==> config.mk <==
export PLATFORM = sky130hd
export DESIGN_NAME = mod_addsub_seq
export DESIGN_NICKNAME = d
export VERILOG_FILES = /design/src/rtl/mod_addsub_seq.sv
export SDC_FILE = /design/constraint.sdc
export NUM_CORES = 2
export LEC_CHECK = 0
export ABC_AREA = 1
export CORE_MARGIN = 2
export CORE_UTILIZATION = 55
export CTS_CLUSTER_DIAMETER = 30
export DETAILED_ROUTE_END_ITERATION = 10
export GPL_TIMING_DRIVEN = 1
export PLACE_DENSITY = 0.77
export REMOVE_ABC_BUFFERS = 1
export SLEW_MARGIN = 10
export SYNTH_ARGS = -nofsm -noshare
export SYNTH_HDL_FRONTEND = slang
export SYNTH_SLANG_ARGS = --single-unit
==> constraint.sdc <==
create_clock -name clk -period 87.7 [get_ports clk]
set_input_delay 17.54 -clock clk [delete_from_list [all_inputs] [get_ports clk]]
set_output_delay 17.54 -clock clk [all_outputs]
set_load 0.01 [all_outputs]
==> src/rtl/mod_addsub_seq.sv <==
// mod_addsub_seq
// Limb-serial modular adder/subtractor: sum = (a + b) mod P or (a - b) mod P.
// One LIMB-bit slice is processed per clock, LSB limb first. Two chains run
// side by side on each limb: chain 1 forms the raw result r = a +/- b, and
// chain 2 forms the corrected result q = r -/+ P. Once all limbs are done,
// the final carry/borrow bits decide whether q or r is the reduced result.
//
// Ports:
//   clk    in   rising-edge clock
//   rst    in   asynchronous active-high reset
//   start  in   request, sampled only while idle
//   op     in   0 = add, 1 = subtract (captured with start)
//   a, b   in   WIDTH-bit operands, expected < P (captured with start)
//   busy   out  high while an operation is in flight
//   done   out  one-cycle pulse; sum is valid in that cycle
//   sum    out  WIDTH-bit result, held from one done until the next done
module mod_addsub_seq #(
  parameter int WIDTH = 256,
  parameter int LIMB  = 64,
  parameter logic [WIDTH-1:0] P =
    256'hFFFFFFFFFFFFFFFFFFFFFFFFFFFFFFFFFFFFFFFFFFFFFFFFFFFFFFFEFFFFFC2F
) (
  input  logic             clk,
  input  logic             rst,
  input  logic             start,
  input  logic             op,
  input  logic [WIDTH-1:0] a,
  input  logic [WIDTH-1:0] b,
  output logic             busy,
  output logic             done,
  output logic [WIDTH-1:0] sum
);

  localparam int NLIMB = WIDTH / LIMB;
  localparam int IW    = (NLIMB > 1) ? $clog2(NLIMB) : 1;

  typedef enum logic [1:0] {
    ST_IDLE = 2'd0,
    ST_RUN  = 2'd1,
    ST_DONE = 2'd2
  } state_t;

  state_t           state_r, state_nx_s;
  logic [WIDTH-1:0] a_r, b_r, p_r;       // operand/modulus shifters, limb 0 at LSB
  logic [WIDTH-1:0] r_r, q_r;            // raw and corrected result shifters
  logic             op_r;
  logic             c1_r;                // chain 1 carry (add) or borrow (sub)
  logic             c2_r;                // chain 2 borrow (add) or carry (sub)
  logic [IW-1:0]    idx_r;

  logic [LIMB-1:0]  a_l_s, b_l_s, p_l_s, r_l_s;
  logic [LIMB:0]    ch1_s, ch2_s;
  logic [WIDTH-1:0] a_nx_s, b_nx_s, p_nx_s, r_nx_s, q_nx_s;
  logic             busy_nx_s, done_nx_s, sel_q_s;
  logic [WIDTH-1:0] sum_nx_s;

  // Limb arithmetic for both chains plus the next values of every shifter.
  always_comb begin
    a_l_s = a_r[LIMB-1:0];
    b_l_s = b_r[LIMB-1:0];
    p_l_s = p_r[LIMB-1:0];
    if (!op_r) begin
      ch1_s = {1'b0, a_l_s} + {1'b0, b_l_s} + {{LIMB{1'b0}}, c1_r};
    end else begin
      ch1_s = {1'b0, a_l_s} - {1'b0, b_l_s} - {{LIMB{1'b0}}, c1_r};
    end
    r_l_s = ch1_s[LIMB-1:0];
    // Chain 2 consumes this cycle's raw limb, so both chains settle together.
    if (!op_r) begin
      ch2_s = {1'b0, r_l_s} - {1'b0, p_l_s} - {{LIMB{1'b0}}, c2_r};
    end else begin
      ch2_s = {1'b0, r_l_s} + {1'b0, p_l_s} + {{LIMB{1'b0}}, c2_r};
    end
    // Concatenate-and-shift keeps the shifters legal when LIMB == WIDTH.
    a_nx_s = WIDTH'({{LIMB{1'b0}}, a_r} >> LIMB);
    b_nx_s = WIDTH'({{LIMB{1'b0}}, b_r} >> LIMB);
    p_nx_s = WIDTH'({{LIMB{1'b0}}, p_r} >> LIMB);
    r_nx_s = WIDTH'({r_l_s, r_r} >> LIMB);
    q_nx_s = WIDTH'({ch2_s[LIMB-1:0], q_r} >> LIMB);
  end

  // State register.
  always_ff @(posedge clk or posedge rst) begin
    if (rst) begin
      state_r <= ST_IDLE;
    end else begin
      state_r <= state_nx_s;
    end
  end

  // Next-state logic.
  always_comb begin
    state_nx_s = state_r;
    case (state_r)
      ST_IDLE: begin
        if (start) state_nx_s = ST_RUN;
        else       state_nx_s = ST_IDLE;
      end
      ST_RUN: begin
        if (idx_r == IW'(NLIMB - 1)) state_nx_s = ST_DONE;
        else                         state_nx_s = ST_RUN;
      end
      ST_DONE: state_nx_s = ST_IDLE;
      default: state_nx_s = ST_IDLE;
    endcase
  end

  // Output decode; outputs are registered so done/busy/sum are glitch-free.
  always_comb begin
    busy_nx_s = (state_nx_s != ST_IDLE);
    done_nx_s = (state_r == ST_DONE);
    // add: q when a+b >= P (carry out, or no borrow subtracting P)
    // sub: q when a < b (final borrow out of chain 1)
    if (op_r) sel_q_s = c1_r;
    else      sel_q_s = c1_r | ~c2_r;
    if (done_nx_s) sum_nx_s = sel_q_s ? q_r : r_r;
    else           sum_nx_s = sum;
  end

  // Operand capture and limb-serial datapath.
  always_ff @(posedge clk or posedge rst) begin
    if (rst) begin
      a_r   <= {WIDTH{1'b0}};
      b_r   <= {WIDTH{1'b0}};
      p_r   <= {WIDTH{1'b0}};
      r_r   <= {WIDTH{1'b0}};
      q_r   <= {WIDTH{1'b0}};
      op_r  <= 1'b0;
      c1_r  <= 1'b0;
      c2_r  <= 1'b0;
      idx_r <= {IW{1'b0}};
    end else begin
      case (state_r)
        ST_IDLE: begin
          if (start) begin
            a_r   <= a;
            b_r   <= b;
            p_r   <= P;
            op_r  <= op;
            c1_r  <= 1'b0;
            c2_r  <= 1'b0;
            idx_r <= {IW{1'b0}};
          end
        end
        ST_RUN: begin
          a_r   <= a_nx_s;
          b_r   <= b_nx_s;
          p_r   <= p_nx_s;
          r_r   <= r_nx_s;
          q_r   <= q_nx_s;
          c1_r  <= ch1_s[LIMB];
          c2_r  <= ch2_s[LIMB];
          idx_r <= idx_r + IW'(1);
        end
        default: begin
          // DONE holds everything while the final select is registered.
        end
      endcase
    end
  end

  // Registered outputs.
  always_ff @(posedge clk or posedge rst) begin
    if (rst) begin
      busy <= 1'b0;
      done <= 1'b0;
      sum  <= {WIDTH{1'b0}};
    end else begin
      busy <= busy_nx_s;
      done <= done_nx_s;
      sum  <= sum_nx_s;
    end
  end

endmodule

==> flow_metrics.tcl <==
set metrics [dict create \
    status "complete, no violations" \
    slew_headroom_pct 21.1 \
    io_buffers 773 \
    cts_resized 0 \
    num_io_pins 774 \
    whs_path_depth 2 \
    critPathCaptureType "flip-flop" \
    drtAntennaViolNets 0 \
    antenna_found_initial 24 \
    synth_area_leaders "dfrtp_1 42%, nand2_1 19%, inv_1 6.4%" \
    grtUsageMet2_pct 66.6 \
    drive_gt1_share_pct 5.09 \
    wl_mm 288 \
    grt_max_degree 221 \
    die_area_sq_um 144000 \
    crit_arrival_ns 22.06 \
    die_height_um 380 \
    via_count 78962 \
    fin_nets 12627 \
    wl_per_cell_um 20.8 \
    cpLargestDelayFamily "buffers and inverters" \
    yosysTopAreaCellShare_pct 41.7 \
    rows 137 \
    seq_area_frac_synth_pct 41.7 \
    maxCapViolCount 0 \
    grt_use_met1_pct 47.2 \
    cts_setup_buffers 0 \
    dp.final_hpwl_mm 206 \
    track_usage_pct 39.0 \
    whs_endpoint "r_r[138]" \
    reg2reg_to "q_r[249]" \
    post-route-min-period_ns 21.30 \
    cp_cell_sequence "clkdlybuf4s50_1, nand2_1, nor2_4, buf_4, buf_4, buf_4, buf_4, a21oi_1, o21ai_0" \
    slowest_stage "buf_4" \
    holdCritStartpoint "r_r[202]" \
    htreeDepth 4 \
    synth_cells 11113 \
    r2r_start "a_r[0]" \
    async_reset_ff_share_pct 100 \
    ys.flop_type "dfrtp_1" \
    grt_pass1_vias 78345 \
    use_met3_pct 6.57 \
    gp_congestion 1.01 \
    crit_buf_inv 5 \
    slew_violations 0 \
    setup_viol 0 \
    viasPerCell 5.71 \
    placedInstanceArea_sq_um 86300 \
    finalHoldViolations 0 \
    path_class "input port to flip-flop" \
    initial_core_util_pct 55.5 \
    start_kind "input port" \
    dr.pass1.iters 8 \
    core-area_sq_um 140000 \
    drc 0 \
    overflow 0 \
    path_clk_slew_ns 0.05 \
    cp_max_fo 105 \
    r2r_setup_slack_ns 81.11 \
    synth_most_common_cell "nand2_1" \
    syn2layout_area_growth_pct 22.5 \
    yosys.cell_types.count 49 \
    synth_area_sq_um 77600 \
    clk_path_buf_depth 3 \
    synthTopCellsByCount "3970 x nand2_1, 1318 x inv_1, 1294 x dfrtp_1" \
    seqCellArea_sq_um 32400 \
    rsz0062_at_grt "false" \
    worst_slew_pin_slew_ns 1.18 \
    grt_pass1_wl_mm 441 \
    cts_tree "built" \
    clkSinkCount 1294 \
    cts-root-buf "clkbuf_16" \
    path_common_cell "buf_4" \
    skew_ns 0.0944 \
    yosys.area.top_type "dfrtp_1" \
    synth_edf_count 0 \
    ys_warn_count 0 \
    postCtsHoldBufs 0 \
    drt-initial-drc-count 8964 \
    postLayoutCellArea_sq_um 95100 \
    fillers 11050 \
    synth-seq-cells 1294 \
    post-route-period-util_pct 24.3 \
    required_ns 88.46 \
    cts_made_buffers 237 \
    hp-class "flip-flop to flip-flop" \
    die_w_um 380 \
    max_freq_mhz 46.9 \
    top_usage_layer "met2" \
    clk_latency_ns 0.90 \
    ff2ff_path_depth 30 \
    cpPeakStageDelay_ns 0.92 \
    avgSynthCellArea_sq_um 6.98 \
    timing.hold.ws_ns 0.432 \
    multi_input_area_sq_um 38300 \
]
## through the flow
stage | setup slack (ns) | TNS [ns] | instances | util [%]
global placement | 65.91 | 0 | 13363 | 61.8
floorplan | -15.50 | -4708.00 | 10659 | -
finish | 66.40 | 0 | 13837 | 68.0
CTS | 66.67 | 0 | 13813 | 68.0
detailed placement | 65.81 | 0 | 13363 | 61.8
global route | 66.21 | 0 | 13832 | 68.0
## routing by layer
layer	up-vias	routed length [um]
met5	-	37
met4	6	15900
met3	726	21600
met2	3842	140000
met1	37840	110000
li1	36548	-
## sequential cells by signal, indices dropped and copies added, names as in the netlist
register,flops
sum,256
busy,1
state_r,2
a_r,256
c2_r,1
c1_r,1
op_r,1
r_r,256
q_r,256
b_r,256
done,1
p_r,5
idx_r,2
## worst max-delay path by stage
stage          cells after the start   from        to
3_5_place_dp                       9  start  a_r[121]
4_1_cts                            9  start  a_r[183]
5_1_grt                            9  start  b_r[183]
3_3_place_gp                       9  start  b_r[190]
2_1_floorplan                      4  start      busy
6_report                           9  start  a_r[183]
## layout make-up
class,count,area share [%]
Multi-Input combinational cell,8036,40.3
Sequential cell,1294,34.1
Timing Repair Buffer,828,8.67
Clock buffer,271,6.60
Inverter,1329,5.27
Clock inverter,179,2.52
Tap cell,1876,2.47
Antenna cell,24,0.0632
## kinds of logic (layout without fill, tap and decap cells)
family	count (synthesis)	after routing	share of synthesized area [%]
AOI/OAI and AO/OA	1929	1929	13.9
DFF	1294	1294	41.7
xor gates and xnor gates	26	26	0.294
other	0	24	0
and+or+nand+nor	5696	5696	28.9
adders and majority gates	385	385	6.29
buffers and inverters	1783	2607	8.88
## layout by cell type, fill, tap and decap left out, types with 19 or more instances in the layout
cell type and n:
xor2_1 24, nand2_2 42, nand2_1 3969, o21ai_0 617, diode_2 24, inv_1 1316, dfrtp_1 1292, ha_1 377
clkdlybuf4s50_1 773, clkinv_4 36, a22o_1 129, nor3_1 46, a21oi_1 737, nor2_1 1154, a31oi_1 270, o21ai_1 31
clkinv_2 26, nand3_1 371, inv_6 38, clkinvlp_4 32, clkbuf_16 238, bufinv_16 31, buf_4 48, nand4_1 29
clkbuf_8 19, o22ai_1 66, nand3b_1 19, o21bai_1 34
## tightest hold or removal path, stage by stage, from the launching register on
cell	delay [ns]
dfrtp_1	0.36
nand2_1	0.07
nand2_1	0.05
Power is not shown: default switching activity piles up to over one toggle a cycle in this logic, so the estimate is an artifact.
